<file path="config.mk">
export PLATFORM = sky130hd
export DESIGN_NAME = mem_burst_ctrl
export DESIGN_NICKNAME = d
export VERILOG_FILES = /design/src/rtl/mem_ctrl_pkg.sv /design/src/rtl/mem_rd_fifo.sv /design/src/rtl/mem_burst_ctrl.sv
export SDC_FILE = /design/constraint.sdc
export NUM_CORES = 1
export LEC_CHECK = 0
export CAP_MARGIN = 20
export CORE_ASPECT_RATIO = 1.4
export CORE_MARGIN = 2
export CORE_UTILIZATION = 45
export CTS_CLUSTER_DIAMETER = 80
export DETAILED_ROUTE_END_ITERATION = 16
export PLACE_DENSITY = 0.73
export SLEW_MARGIN = 20
export SYNTH_ARGS = -nofsm -noshare
export SYNTH_HDL_FRONTEND = slang
export SYNTH_HIERARCHICAL = 1
export SYNTH_SLANG_ARGS = --single-unit
</file>
<file path="constraint.sdc">
create_clock -name clk -period 8.3 [get_ports clk]
set_input_delay 2.49 -clock clk [delete_from_list [all_inputs] [get_ports clk]]
set_output_delay 2.49 -clock clk [all_outputs]
set_load 0.02 [all_outputs]
</file>
<file path="src/rtl/mem_ctrl_pkg.sv">
// mem_ctrl_pkg: shared types for the scratchpad burst controller.
package mem_ctrl_pkg;

  typedef enum logic [1:0] {
    IDLE,
    WRITE,
    READ,
    DONE
  } state_t;

  localparam int FIFO_DEPTH = 2;

endpackage

</file>
<file path="src/rtl/mem_rd_fifo.sv">
// mem_rd_fifo: two-entry read-return buffer for the burst controller.
module mem_rd_fifo
  import mem_ctrl_pkg::*;
#(
  parameter int WIDTH = 16,
  localparam int CW = $clog2(FIFO_DEPTH + 1)
) (
  input  logic             clk,
  input  logic             rst,
  input  logic             push,
  input  logic [WIDTH-1:0] din,
  input  logic             pop,
  output logic [CW-1:0]    count,
  output logic [WIDTH-1:0] head
);

  logic [WIDTH-1:0] mem [FIFO_DEPTH];
  logic             wp;
  logic             rp;

  always_ff @(posedge clk) begin
    if (rst) begin
      wp    <= 1'b0;
      rp    <= 1'b0;
      count <= '0;
      for (int i = 0; i < FIFO_DEPTH; i++) mem[i] <= '0;
    end else begin
      if (push) begin
        mem[wp] <= din;
        wp      <= ~wp;
      end
      if (pop) rp <= ~rp;
      count <= count + CW'(push) - CW'(pop);
    end
  end

  assign head = mem[rp];

endmodule

</file>
<file path="src/rtl/mem_burst_ctrl.sv">
// mem_burst_ctrl: single-command burst initiator for a scratchpad SRAM.
module mem_burst_ctrl
  import mem_ctrl_pkg::*;
#(
  parameter int ADDR_WIDTH = 8,
  parameter int DATA_WIDTH = 16,
  parameter int LEN_WIDTH  = ADDR_WIDTH + 1
) (
  input  logic                  clk,
  input  logic                  rst,
  input  logic                  cmd_valid,
  output logic                  cmd_ready,
  input  logic                  cmd_write,
  input  logic [ADDR_WIDTH-1:0] cmd_addr,
  input  logic [LEN_WIDTH-1:0]  cmd_len,
  input  logic                  wr_valid,
  output logic                  wr_ready,
  input  logic [DATA_WIDTH-1:0] wr_data,
  output logic                  rd_valid,
  input  logic                  rd_ready,
  output logic [DATA_WIDTH-1:0] rd_data,
  output logic                  busy,
  output logic                  done,
  output logic                  mem_ce,
  output logic                  mem_we,
  output logic [ADDR_WIDTH-1:0] mem_addr,
  output logic [DATA_WIDTH-1:0] mem_din,
  input  logic [DATA_WIDTH-1:0] mem_dout
);

  state_t                state;
  state_t                state_nxt;
  logic [ADDR_WIDTH-1:0] addr;
  logic [LEN_WIDTH-1:0]  len;
  logic [LEN_WIDTH-1:0]  remaining;
  logic [LEN_WIDTH-1:0]  issued;
  logic                  inflight;
  logic                  cmd_fire;
  logic                  wr_fire;
  logic                  issue;
  logic                  pop;
  logic [1:0]            count;
  logic [2:0]            occ;
  logic [DATA_WIDTH-1:0] head;

  assign cmd_fire = (state == IDLE) && cmd_valid;
  assign wr_fire  = !rst && (state == WRITE) && wr_valid;
  assign pop      = !rst && (count != 2'd0) && rd_ready;

  // slots committed after this edge: buffered + returning - leaving
  assign occ   = {1'b0, count} + {2'b0, inflight} - {2'b0, pop};
  assign issue = !rst && (state == READ) && (issued < len)
                 && (occ < 3'd2);

  mem_rd_fifo #(
    .WIDTH(DATA_WIDTH)
  ) u_fifo (
    .clk  (clk),
    .rst  (rst),
    .push (inflight),
    .din  (mem_dout),
    .pop  (pop),
    .count(count),
    .head (head)
  );

  always_ff @(posedge clk) begin
    if (rst) begin
      state     <= IDLE;
      addr      <= '0;
      len       <= '0;
      remaining <= '0;
      issued    <= '0;
      inflight  <= 1'b0;
    end else begin
      state    <= state_nxt;
      inflight <= issue;
      if (cmd_fire) begin
        addr      <= cmd_addr;
        len       <= cmd_len;
        remaining <= cmd_len;
        issued    <= '0;
      end else begin
        if (wr_fire || issue) addr <= addr + ADDR_WIDTH'(1);
        if (wr_fire || pop) remaining <= remaining - LEN_WIDTH'(1);
        if (issue) issued <= issued + LEN_WIDTH'(1);
      end
    end
  end

  always_comb begin
    state_nxt = state;
    cmd_ready = 1'b0;
    wr_ready  = 1'b0;
    rd_valid  = 1'b0;
    rd_data   = '0;
    busy      = 1'b0;
    done      = 1'b0;
    mem_ce    = 1'b0;
    mem_we    = 1'b0;
    mem_addr  = '0;
    mem_din   = '0;
    unique case (state)
      IDLE: begin
        if (cmd_valid) begin
          if (cmd_len == '0) state_nxt = DONE;
          else if (cmd_write) state_nxt = WRITE;
          else state_nxt = READ;
        end
      end
      WRITE: if (wr_fire && remaining == LEN_WIDTH'(1)) state_nxt = DONE;
      READ:  if (pop && remaining == LEN_WIDTH'(1)) state_nxt = DONE;
      DONE:  state_nxt = IDLE;
    endcase
    if (!rst) begin
      cmd_ready = (state == IDLE);
      busy      = (state != IDLE);
      done      = (state == DONE);
      wr_ready  = (state == WRITE);
      rd_valid  = (count != 2'd0);
      if (rd_valid) rd_data = head;
      if (wr_fire) begin
        mem_ce   = 1'b1;
        mem_we   = 1'b1;
        mem_addr = addr;
        mem_din  = wr_data;
      end else if (issue) begin
        mem_ce   = 1'b1;
        mem_addr = addr;
      end
    end
  end

endmodule

</file>
======== Word-level counts from Yosys, hierarchy flattened ========
Memory sizes are Yosys's and may differ from the RTL's. A register that Yosys moved wholly into a read port is not among the register bits.
Cells that the tools add are included.
word-level totals
  bits in registers ....................... 42
  memory bits (writable) .................. 32
  bits of input ports ..................... 55
  output and inout port bits .............. 47
  word-level logic and storage cells ...... 87
  memories kept ........................... 1
cells by class
  add/sub/neg operators ................... 7
  order comparisons ....................... 2
  eq/ne operators ......................... 7
  multiplexer cells ....................... 37
  bitwise logic cells ..................... 2
  reductions and logical operators ........ 22
memory list
  memory      words  bits a word  read ports  clocked after memory_dff  wr ports  line               text
  u_fifo.mem  2      16           1           1                         2         mem_rd_fifo.sv:17  logic [WIDTH-1:0] mem [FIFO_DEPTH];
operators with widths
  operator                                                                      number
  16-bit two-way mux                                                            5
  8-bit two-way mux                                                             5
  1-bit two-way mux                                                             19
  9-bit two-way mux                                                             2
  16-bit OR reduction                                                           1
  1-bit logical AND                                                             10
  2-bit two-way mux                                                             5
  9-bit by 1-bit adder with 9-bit output, second input constant                 1
  9-bit by 1-bit == test with 1-bit output, second input constant               1
  9-bit logical NOT                                                             1
  9-bit less-than comparator                                                    1
  9-bit by 1-bit subtractor with 9-bit output, second input constant            1
  8-bit by 1-bit adder with 8-bit output, second input constant                 1
  2-bit case mux with 4 select lines                                            1
  2-bit nonzero test                                                            4
  2-bit == test, second input constant                                          2
  2-bit by 1-bit inequality test with 1-bit output, second input constant       2
  2-bit by 1-bit adder with 3-bit output                                        1
  3-bit by 2-bit less-than comparator with 1-bit output, second input constant  1
  3-bit AND reduction                                                           1
  3-bit by 1-bit subtractor with 3-bit output                                   1
  2-bit by 1-bit adder with 2-bit output                                        1
  2-bit by 1-bit == test with 1-bit output, second input constant               1
  2-bit logical NOT                                                             1
  6 further kinds                                                               8

======== Depth between registers and ports, before layout ========
Gate-level depths: netlist of the first run.
  depth in word-level cells ............... 9
  mapped depth ............................ 14
  gate-level depth less buffers ........... 13

======== By module ========
The synthesis of the first run kept the hierarchy.
by module, submodules not included
  module          instances  cells each  area each (um^2)  sequential area each (um^2)
  mem_burst_ctrl  1          336         2,588.7           760.7
  mem_rd_fifo     1          124         1,684.1           1,061.0

======== Worst setup path after synthesis of the first run ========
Ideal clock, no wire load.
  kind .................................... input-to-output
  start ................................... in rst
  end ..................................... out mem_addr[0]
  arrival ................................. 5,124 ps
  slack ................................... 686 ps
  stages on the path ...................... 12
  buffers on the path ..................... 1
  path through ............................ o21ba_2 > nand2_1 > inv_1 > ha_1 > nand2b_1 > fa_1 > xnor2_1 > nand4_1 > a211o_2 > o21ai_4 > clkbuf_1 > and2_1
between the ends
  cells in the longest elaborated chain, start to end .. 9
RTL lines
  element                                                line                   text
  start, declared                                        mem_burst_ctrl.sv:10   input logic rst,
  1-bit logical NOT                                      --
  1-bit logical AND (2 in a row)                         mem_burst_ctrl.sv:48   assign pop = !rst && (count != 2'd0) && rd_ready;
  via pop                                                mem_burst_ctrl.sv:41   logic pop;
  3-bit by 1-bit subtractor with 3-bit output            mem_burst_ctrl.sv:51   assign occ = {1'b0, count} + {2'b0, inflight} - {2'b0, pop};
  3-bit by 2-bit less-than comparator with 1-bit output  mem_burst_ctrl.sv:53   && (occ < 3'd2);
  1-bit logical AND                                      mem_burst_ctrl.sv:53
  8-bit two-way mux                                      mem_burst_ctrl.sv:127  end else if (issue) begin
  8-bit two-way mux                                      mem_burst_ctrl.sv:122  if (wr_fire) begin
  8-bit two-way mux                                      mem_burst_ctrl.sv:115  if (!rst) begin
  end, declared                                          mem_burst_ctrl.sv:26   output logic [ADDR_WIDTH-1:0] mem_addr,
The timed path passes the listed nets, and every way through them passes these cells.

======== Final worst setup path of the first run ========
  start ................................... in rd_ready
  end ..................................... out mem_addr[1]
between the ends
  cells in the longest elaborated chain, start to end .. 7
RTL lines
  element                                                line                   text
  start, declared                                        mem_burst_ctrl.sv:20   input logic rd_ready,
  1-bit logical AND                                      mem_burst_ctrl.sv:48
  via pop                                                mem_burst_ctrl.sv:41
  3-bit by 1-bit subtractor with 3-bit output            mem_burst_ctrl.sv:51
  3-bit by 2-bit less-than comparator with 1-bit output  mem_burst_ctrl.sv:53
  1-bit logical AND                                      mem_burst_ctrl.sv:53
  8-bit two-way mux                                      mem_burst_ctrl.sv:127
  8-bit two-way mux                                      mem_burst_ctrl.sv:122
  8-bit two-way mux                                      mem_burst_ctrl.sv:115
The timed path passes the listed nets, and every way through them passes these cells.

==> results.json, run 1 <==
{
  "outcome": "completed",
  "tns_ps": 0,
  "min_path_cells": 2,
  "grt-ovfl-total": 0,
  "rsz0062_at_grt": "no",
  "yosysWarningCount": 6,
  "worst_setup_path_end_kind": "output port",
  "finalSetupViolations": 0,
  "cp_slowest_stage_delay_ps": 600,
  "cts_sinks": 75,
  "netlist_top_cells_count": "nor2_1 (57), nand2_1 (48), dfxtp_1 (43)",
  "rr_worst_depth": 12,
  "p_comb_share_pct": 35.0,
  "tightestPinTransition_ps": 1030,
  "synth-adder-area-share_pct": 6.03,
  "grt_pass1_wl_um": 16100,
  "maxCapViolCount": 0,
  "n_antenna_cell": 0,
  "drive_above_1_share_pct": 8.23,
  "worst_ep_required_time_ps": 5810,
  "synth_top_cells_by_area": "edfxtp_1 (22%), dfxtp_1 (20%), ha_1 (5.6%), nor2_1 (5.0%), nand2_1 (4.2%)",
  "syn_nets": 535,
  "via_count": 3607,
  "synth_seq_cells": 75,
  "synth_compound_area_share_pct": 11.2,
  "fp.coreArea_um2": 9350,
  "holdCritPathClass": "reg2reg",
  "cts_tree": "built",
  "antenna_found_initial": 0,
  "ant_nets": 0,
  "ys.flop_type": "dfxtp_1",
  "io_buffers": 101,
  "crit_path_max_fanout": 16,
  "wirelength_um": 9950,
  "seq_area_frac_synth_pct": 42.6,
  "p_int_mw": 0.924,
  "ir_drop_uv": 158,
  "via_per_inst": 5.39,
  "drv_slew": 0,
  "drc": 0,
  "seqPwrFrac_pct": 35.8,
  "areaGrowthSynthToFinish_pct": 31.9,
  "cts_resized": 0,
  "avgRoutedWirePerCell_um": 14.9,
  "power.density_nw_per_um2": 246,
  "synth_top_family_by_area": "simple AND/OR/NAND/NOR gates",
  "async_reset_ff_share_pct": 0,
  "ctsHoldBuffers": 0,
  "dp_hpwl_um": 7210,
  "critPathSlowestCell": "clkdlybuf4s50_1",
  "cts_post_setup_buffers_inserted": 0,
  "cp_cell_sequence": "clkdlybuf4s50_1, nand2_1, inv_1, ha_1, nand2b_1, fa_1, xnor2_1, nand4_1, a211o_2, o21ai_4, buf_12, and2_1, clkdlybuf4s50_1",
  "syn_area_per_cell_um2": 9.29,
  "dr.pass1.iters": 4,
  "pin_count": 102,
  "arrival_ps": 5600,
  "grt_max_degree": 56,
  "initial_core_util_pct": 45.7,
  "fin_skew_ps": 3.42,
  "hold_viol": 0,
  "clockBufferDepth": 2,
  "cts_buffers": 9,
  "fin_nets": 629,
  "synthXorXnorAreaFrac_pct": 2.17,
  "dieArea_um2": 10300,
  "drt-initial-drc-count": 105,
  "start_kind": "primary input",
  "place_ws_ps": 88.8,
  "cts.htree.levels": 3,
  "syn-cell-area_um2": 4270,
  "grt_usage_pct": 19.6,
  "yosysMostFrequentCell": "nor2_1",
  "p_leak_nw": 2.16,
  "num_rows": 42,
  "clock_latency_ps": 330,
  "layout_setup_ws_ps": 213,
  "worstSetupPathType": "in2out",
  "clkTransAtPathRegs_ps": 50,
  "synth-edff-count": 32,
  "fin_cells": 669,
  "die_x_um": 86.4,
  "clock.fmax_mhz": 124,
  "synth_cell_types": 62,
  "power_frac_clock_pct": 29.3,
  "synthCells": 460,
  "p_sw_mw": 0.461,
  "place.gp.congestion": 0.784,
  "fin_crit_sh_pct": 97.4,
  "synth-simple-area-share_pct": 25.7,
  "p_sw_share_pct": 33.3,
  "period_minus_slack_ps": 8090,
  "yosys.area.top_type": "edfxtp_1",
  "grt_pass1_vias": 3536,
  "synth_top_area_share_pct": 22.5,
  "die-height_um": 119,
  "synthMuxAreaShare_pct": 6.50,
  "slew_headroom_pct": 30.9,
  "root_buffer": "clkbuf_16",
  "dp_cells": 651,
  "cpMostUsedCell": "clkdlybuf4s50_1"
}
stage by stage:
step                      hold WS (ps)  area [um^2]  utilization [%]  total power [mW]
after global placement             445         5300             56.6             0.965
after global routing               469         5640             60.2              1.47
after detailed placement           450         5300             56.6             0.979
after floorplan                    436         4270                -             0.840
final                              454         5640             60.2              1.38
after CTS                          457         5610             60.0              1.39
sequential cells by signal, summed over array words and instances (netlist names), named ones only:
register      cells
issued            9
remaining         9
u_fifo/mem       32
len               9
addr              8
state             2
inflight          1
u_fifo/wp         1
u_fifo/rp         1
u_fifo/count      2
metal layers:
metal,vias to the layer above,global-route usage (%),share of wire [%]
met3,16,4.37,4.0
met1,1714,22.5,42
li1,1792,-,-
met5,-,0,0
met4,0,6.45,1.9
met2,85,35.2,52
final timing paths:
kind / startpoint / slack, ps / end
min: len[4]$_SDFFE_PP0P_ / 450 / len[4]$_SDFFE_PP0P_
max: rd_ready / 210 / mem_addr[1]
min reg2reg: len[4]$_SDFFE_PP0P_ / 450 / len[4]$_SDFFE_PP0P_
max reg2reg: u_fifo/count[1]$_SDFF_PP0_ / 5060 / issued[8]$_SDFFE_PP0N_
area by class of cell:
cell class                 count  area, um^2
clock inverter                 6        80.1
inverter                      26         103
tap                          110         138
sequential                    75        1820
clock buffer                  10         229
fill                         825        3720
timing repair buffer         106        1060
multi-input combinational    336        2210
placed cells by master, fill, tap and decap left out, types with 5 or more instances in the layout:
cell type and count:
ha_1 19, and2_1 27, xnor2_1 8, nand2_1 48, mux2_4 10, inv_1 25
mux2i_1 6, nor4_1 5, clkbuf_16 9, dfxtp_1 43, and3_1 17, a21oi_1 22
edfxtp_1 32, o21ai_0 18, nor2_1 57, nor3_1 5, clkdlybuf4s50_1 100, nand3_1 13
mux2_2 6, nand2b_1 22
power by group through the flow:
stage	clock, mW	sequential (mW)	combinational, mW
after detailed placement	0	0.503	0.476
final	0.405	0.495	0.484
after global routing	0.429	0.505	0.539
after floorplan	0	0.486	0.355
after global placement	0	0.499	0.465
after CTS	0.414	0.495	0.478
cell families (layout without fill, tap and decap cells):
logic type / count (synthesis) / in the layout
xor+xnor: 9 / 9
simple gates: 215 / 215
fa+ha+maj: 20 / 20
compound gates: 70 / 70
buf+inv: 49 / 148
mux: 22 / 22
flops: 75 / 75
critical path: cells and delay by family:
family / cells / cell delay (ps)
AOI/OAI and AO/OA: 2 / 550
xor gates and xnor gates: 1 / 150
adders and majority gates: 2 / 610
buffers and inverters: 4 / 1320
and+or+nand+nor: 4 / 470
Power figures use the tool's default switching activity.
==> run 2: changes to the inputs <==
PLACE_DENSITY = 0.76   (was 0.73)
clock period = 6.8 ns   (was 8.3 ns; I/O delays follow)
==> run 2 against run 1 <==
  * Count of clock-buffer cells in the layout up 5
  * Sequential share of layout area down 0.38 points
  * Via count up 0.61%
  * Clock skew up 2.8 ps
  * Cell count up 1.0%
  * Core utilization up 0.71 points
  * Clock power up 24%
  * Register-to-register slack worse by 1600 ps
  * Design area up 1.2%
  * Sequential cell count unchanged
  * Non-clock buffer count up 6
  * Largest cell class unchanged
  * Highest routed layer unchanged
==> results.json, run 2 (same netlist as run 1, synthesis figures left out) <==
{
  "place.gp.congestion": 0.783,
  "io_buffers": 101,
  "wirelength_um": 10200,
  "critPathBufInv": 4,
  "holdCritPathClass": "reg2reg",
  "regMostFlops": "u_fifo/mem",
  "slew_headroom_pct": 30.9,
  "outcome": "completed",
  "fin_crit_sh_pct": 98.8,
  "grt_max_degree": 56,
  "period_minus_slack_ps": 6720,
  "via_count": 3629,
  "crit_path_max_fanout": 5,
  "drv_slew": 0,
  "post-route-util_pct": 61.0,
  "ctsHoldBuffers": 0,
  "drt-initial-drc-count": 157,
  "rsz0062_at_grt": "yes",
  "root_buffer": "clkbuf_16",
  "avgRoutedWirePerCell_um": 15.1,
  "via_per_inst": 5.37,
  "cp_slowest_stage_delay_ps": 370,
  "place_ws_ps": -541,
  "clockBufferDepth": 2,
  "critPathSlowestCell": "fa_2",
  "hold_viol": 0,
  "n_antenna_cell": 0,
  "fin_skew_ps": 6.23,
  "ir_drop_uv": 269,
  "initial_core_util_pct": 45.7,
  "fin_nets": 636,
  "clock.fmax_mhz": 149,
  "final_area_um2": 5700,
  "finalSetupViolations": 0,
  "dpl-instance-area_um2": 5350,
  "antenna_found_initial": 0,
  "drive_above_1_share_pct": 11.5,
  "clock_latency_ps": 330,
  "arrival_ps": 4680,
  "grt_pass1_vias": 3538,
  "fp.coreArea_um2": 9350,
  "finalPower_mw": 1.72,
  "pin_count": 102,
  "grt_pass1_wl_um": 16600,
  "num_rows": 42,
  "largest_register_ffs": 32,
  "dp_cells": 657,
  "areaGrowthSynthToFinish_pct": 33.4,
  "die_x_um": 86.4,
  "tightestPinTransition_ps": 1030,
  "dp_hpwl_um": 7140,
  "drc": 0,
  "power.density_nw_per_um2": 302,
  "die-height_um": 119,
  "tns_ps": 0,
  "start_kind": "primary input",
  "cts_buffers": 9,
  "worst_setup_path_end_kind": "output port",
  "dieArea_um2": 10300,
  "p_leak_nw": 2.23,
  "layout_common_cells": "clkdlybuf4s50_1 (91), nor2_1 (57), nand2_1 (48), dfxtp_1 (43), edfxtp_1 (32)",
  "clkTransAtPathRegs_ps": 60,
  "worst_ep_required_time_ps": 4760,
  "whs_ps": 455,
  "grt-ovfl-total": 0,
  "cts_sinks": 75,
  "ant_nets": 0,
  "final_common_cell": "clkdlybuf4s50_1",
  "cts.htree.levels": 3,
  "critical-path-top-delay-family": "compound AO/OA/AOI/OAI gates",
  "cp_cell_sequence": "dlygate4sd2_1, o21ba_2, nand2_1, inv_1, ha_1, nand2b_4, fa_2, xnor2_2, nand4_1, a211o_4, o21ai_4, buf_6, and2_1, buf_4",
  "maxCapViolCount": 0,
  "layout_setup_ws_ps": 84.8,
  "grt_usage_pct": 20.1,
  "dr.pass1.iters": 5,
  "worstSetupPathType": "in2out",
  "cts_tree": "built",
  "fin_cells": 676
}
## run 2: power by group
part,leakage (nW),internal [mW],switching (mW)
clock network,0.155,0.327,0.175
registers,0.682,0.544,0.0629
logic,1.40,0.277,0.339
## run 2: final timing paths
check	cells past startpoint	endpoint	slack [ps]	from
max reg2reg	13	issued[8]$_SDFFE_PP0N_	3450	u_fifo/count[1]$_SDFF_PP0_
max	14	mem_addr[6]	80	rst
min reg2reg	2	len[7]$_SDFFE_PP0P_	450	len[7]$_SDFFE_PP0P_
min	2	len[7]$_SDFFE_PP0P_	450	len[7]$_SDFFE_PP0P_
## run 2: layout make-up
type | instances | area, um^2
multi-input cells | 337 | 2250
inverters | 26 | 103
well taps | 110 | 138
flip-flops and latches | 75 | 1820
fillers | 796 | 3650
clock inverters | 1 | 30.0
clock buffers | 15 | 289
repair buffers | 112 | 1070
## run 2: tightest hold or removal path: stages, from the launching register on
cell and delay, ps:
dfxtp_1 310, nand2_1 50, a21oi_1 50
## run 2: repair_timing
| action | 4_1_cts | 5_1_grt |
|---|---|---|
| setup endpoints to repair | 9 | 9 |
| endpoints found under the hold margin | 0 | 0 |
| resized for setup | 43 | 3 |
| gates cloned | 1 | 0 |
| buffers inserted | 2 | 0 |
| pin swaps | 5 | 3 |
## run 2: routing by layer
layer	vias up	share of wire (%)	track usage, %
li1	1802	-	-
met1	1717	42	24.3
met2	95	52	34.9
met3	15	4.5	4.64
met4	0	1.5	6.45
met5	-	0	0
==> patch 1: new RTL, flow settings as in run 1 <==
The parameter `DATA_WIDTH` goes from 16 to 32.
--- a/src/rtl/mem_burst_ctrl.sv
+++ b/src/rtl/mem_burst_ctrl.sv
@@ -5,3 +5,3 @@
   parameter int ADDR_WIDTH = 8,
-  parameter int DATA_WIDTH = 16,
+  parameter int DATA_WIDTH = 32,
   parameter int LEN_WIDTH  = ADDR_WIDTH + 1
Ports: changed (resized mem_din, mem_dout, rd_data and wr_data); port bits go from 102 to 166. No check against the original RTL was run, so the function may have changed too.
==> patch 1 against run 1 <==
- critical endpoint is now mem_addr[5]
- sequential power grew 41%
- area after synthesis grew 40%
- final area grew 42%
- sequential share of layout area grew 2.4 points
- count of clock-buffer cells in the layout is the same
- combinational power grew 21%
- first-iteration DRC count grew 90%
- fmax shrank 1.1%
- utilization grew 1.7 points
- sequential cell count grew 32
- wire length grew 41%
- power grew 22%
- worst setup slack lost 86 ps
==> patch 1: results (changes against run 1) <==
Worst VDD drop 181 uV (+15%); Plain + repair buffers 175 (+65%); syn_nets 718 (+34%); Routed met2 length 7690 um (+48%); max FFs per register 64 (+100%); worst r2r path cells 11 (-1); multiplexer area fraction after synthesis 0.0840 (+0.0190); Inst Count DP 928 (+43%); Setup WS post-layout 127 ps (-86.2 ps); status complete, no violations; Final non-clock buffer share 0.215 (+0.0274); Post-Synth Adder-Cell Area 0.0430 (-0.0173); top post-synthesis cells by area edfxtp_1 32%, dfxtp_1 14%, mux2_4 7.5%, and2_1 6.9%, nor2_1 6.0%; WL/cell 14.9 um (+0.27%); met3 routed WL 782 um (+97%); met1 GRT Util 0.236 (+0.0113); Post-synth EDFFs 64 (+100%); DPL Wire Length 9960 um (+38%); Total GRT Usage 0.201 (+0.00486); Final Wtd Congestion 0.854 (+9.0%); P_leak 2.97 nW (+37%); comb_multi_in 443 (+32%); worst hold slack 457 ps (+2.36 ps); reg2reg end issued[7]$_SDFFE_PP0N_; clk tree area frac 0.0350 (-0.0199); share of cells above drive strength 1 0.0927 (+0.0104); Vias per Instance 5.15 (-4.4%); pre-CTS setup slack 55.6 ps (-33.2 ps); routed vias 4865 (+35%); Iteration-0 DRC Markers 199 (+90%)
==> patch 1: cell types whose count changed after synthesis, moves of 6 or more <==
| cell | delta |
|---|---|
| and3_1 | -14 |
| clkbuf_1 | +6 |
| nor2_1 | +39 |
| edfxtp_1 | +32 |
| and2_1 | +39 |
| nand2b_1 | +13 |
| mux2_4 | +20 |
| nor2b_1 | +10 |
| a21oi_1 | +8 |
==> patch 1: power by group <==
| part | internal [mW] | total, mW | switching, mW | leakage [nW] |
|---|---|---|---|---|
| combinational | 0.277 | 0.584 | 0.308 | 1.83 |
| clock | 0.207 | 0.400 | 0.193 | 0.127 |
| sequential | 0.639 | 0.700 | 0.0603 | 1.01 |
==> patch 1: logic make-up (layout without fill, tap and decap cells) <==
group / Yosys count / after routing
muxes: 35 / 35
xor gates and xnor gates: 5 / 5
buffers and inverters: 61 / 216
adders and majority gates: 20 / 20
and+or+nand+nor: 298 / 298
DFF: 107 / 107
AOI/OAI and AO/OA: 85 / 85
==> patch 2: new RTL, config.mk and constraints of run 1 <==
Made on the original files. Reset style: asynchronous (`rst`), changed in 2 clocked blocks.
--- a/src/rtl/mem_rd_fifo.sv
+++ b/src/rtl/mem_rd_fifo.sv
@@ -20,3 +20,3 @@
 
-  always_ff @(posedge clk) begin
+  always_ff @(posedge clk or posedge rst) begin
     if (rst) begin
--- a/src/rtl/mem_burst_ctrl.sv
+++ b/src/rtl/mem_burst_ctrl.sv
@@ -66,3 +66,3 @@
 
-  always_ff @(posedge clk) begin
+  always_ff @(posedge clk or posedge rst) begin
     if (rst) begin
Behaviour: same outputs for any inputs over 4 cycles, from zero or initial values and one cycle with rst high; that may be too few to reach the edited logic, so the function may still have changed.
==> patch 2 against run 1 <==
- combinational power grew 65%
- wire length shrank 5.1%
- sequential cell count shrank 1
- count of clock-buffer cells in the layout shrank 1
- global-route usage shrank 0.31 points
- power grew 33%
- final area shrank 0.91%
- via count shrank 11%
- area after synthesis shrank 3.1%
- worst setup slack gained 33 ps
==> patch 2: results (changes against run 1) <==
status complete, no violations; crit-path leading delay family buffers and inverters; CP arrival 5560 ps (-40 ps); Inst Count DP 595 (-8.6%); 1st-pass router iterations 4 (unchanged); P_leak 2.65 nW (+23%); skew final 5.33 ps (+1.91 ps); crit path to mem_ce; Hold Startpoint u_fifo/wp$_DFFE_PP0P_; DPL Wire Length 6830 um (-5.1%); reg2reg end addr[4]$_DFFE_PP0P_; largest net degree at the start of global routing 41 (-27%); Final min period 8050 ps (-33.3 ps); Max-slew headroom 0.288 (-0.0211); worst r2r path cells 14 (+2); syn_nets 467 (-13%); Sw Pwr 634 uW (+37%); Synth Area in Compound Gates 0.0704 (-0.0420); Worst Hold Depth 1 (-1); top post-synthesis cells by area dfrtp_1 45%, mux2_2 10%, ha_1 5.7%, mux2_4 3.6%, and2_1 3.0%; routed vias 3208 (-11%); Worst VDD drop 210 uV (+33%); final std cells w/o fill 608 (-9.1%); first-pass GRT wire length 15500 um (-3.9%); CP Launch Point rst; placed cell areas 5260 um^2 (-0.71%); worst hold slack 498 ps (+43.5 ps); XOR/XNOR Fraction of Synth Area 0.0466 (+0.0249); Fillers 734 (-11%); Async SR Flop Fraction 1.00 (+1.00); Comb. pwr 798 uW (+65%); Iteration-0 DRC Markers 118 (+12%); share of cells above drive strength 1 0.158 (+0.0754); number of diodes 0 (unchanged); FF-to-FF Start u_fifo/count[1]$_DFF_PP0_; Total Nets Final 574 (-8.7%); worst reg-to-reg setup slack 5000 ps (-60 ps); pre-CTS setup slack 103 ps (+14.0 ps); Post-Synth Adder-Cell Area 0.0623 (+0.00195); Final Wtd Congestion 0.819 (+4.6%); most frequent cells after synthesis 74 x dfrtp_1, 38 x mux2_2, 31 x nand2_1; Post-Syn Instances 392 (-15%)
patch 2: cell count changes in the layout (fill, tap and decap cells not counted), moves of 18 or more:
cell | before | now
dfrtp_1 | 0 | 74
dfxtp_1 | 43 | 0
edfxtp_1 | 32 | 0
mux2_2 | 6 | 38
nand2b_1 | 22 | 4
nor2_1 | 57 | 22
patch 2: layout make-up:
type                            count  area, um^2  share of cell area
Sequential cell                    74        1850               0.332
Clock buffer                        9         225              0.0403
Inverter                           26        97.6              0.0175
Tap cell                          107         134              0.0240
Multi-Input combinational cell    277        2100               0.376
Timing Repair Buffer              111        1110               0.198
Clock inverter                      4        70.1              0.0125
patch 2: metal layers:
metal  wire length (um)  vias to the layer above  GRT usage
li1                   -                     1566          -
met1               4080                     1556      0.243
met2               4850                       73      0.326
met3                346                       13     0.0337
met4                165                        0     0.0744
met5                  0                        -          0
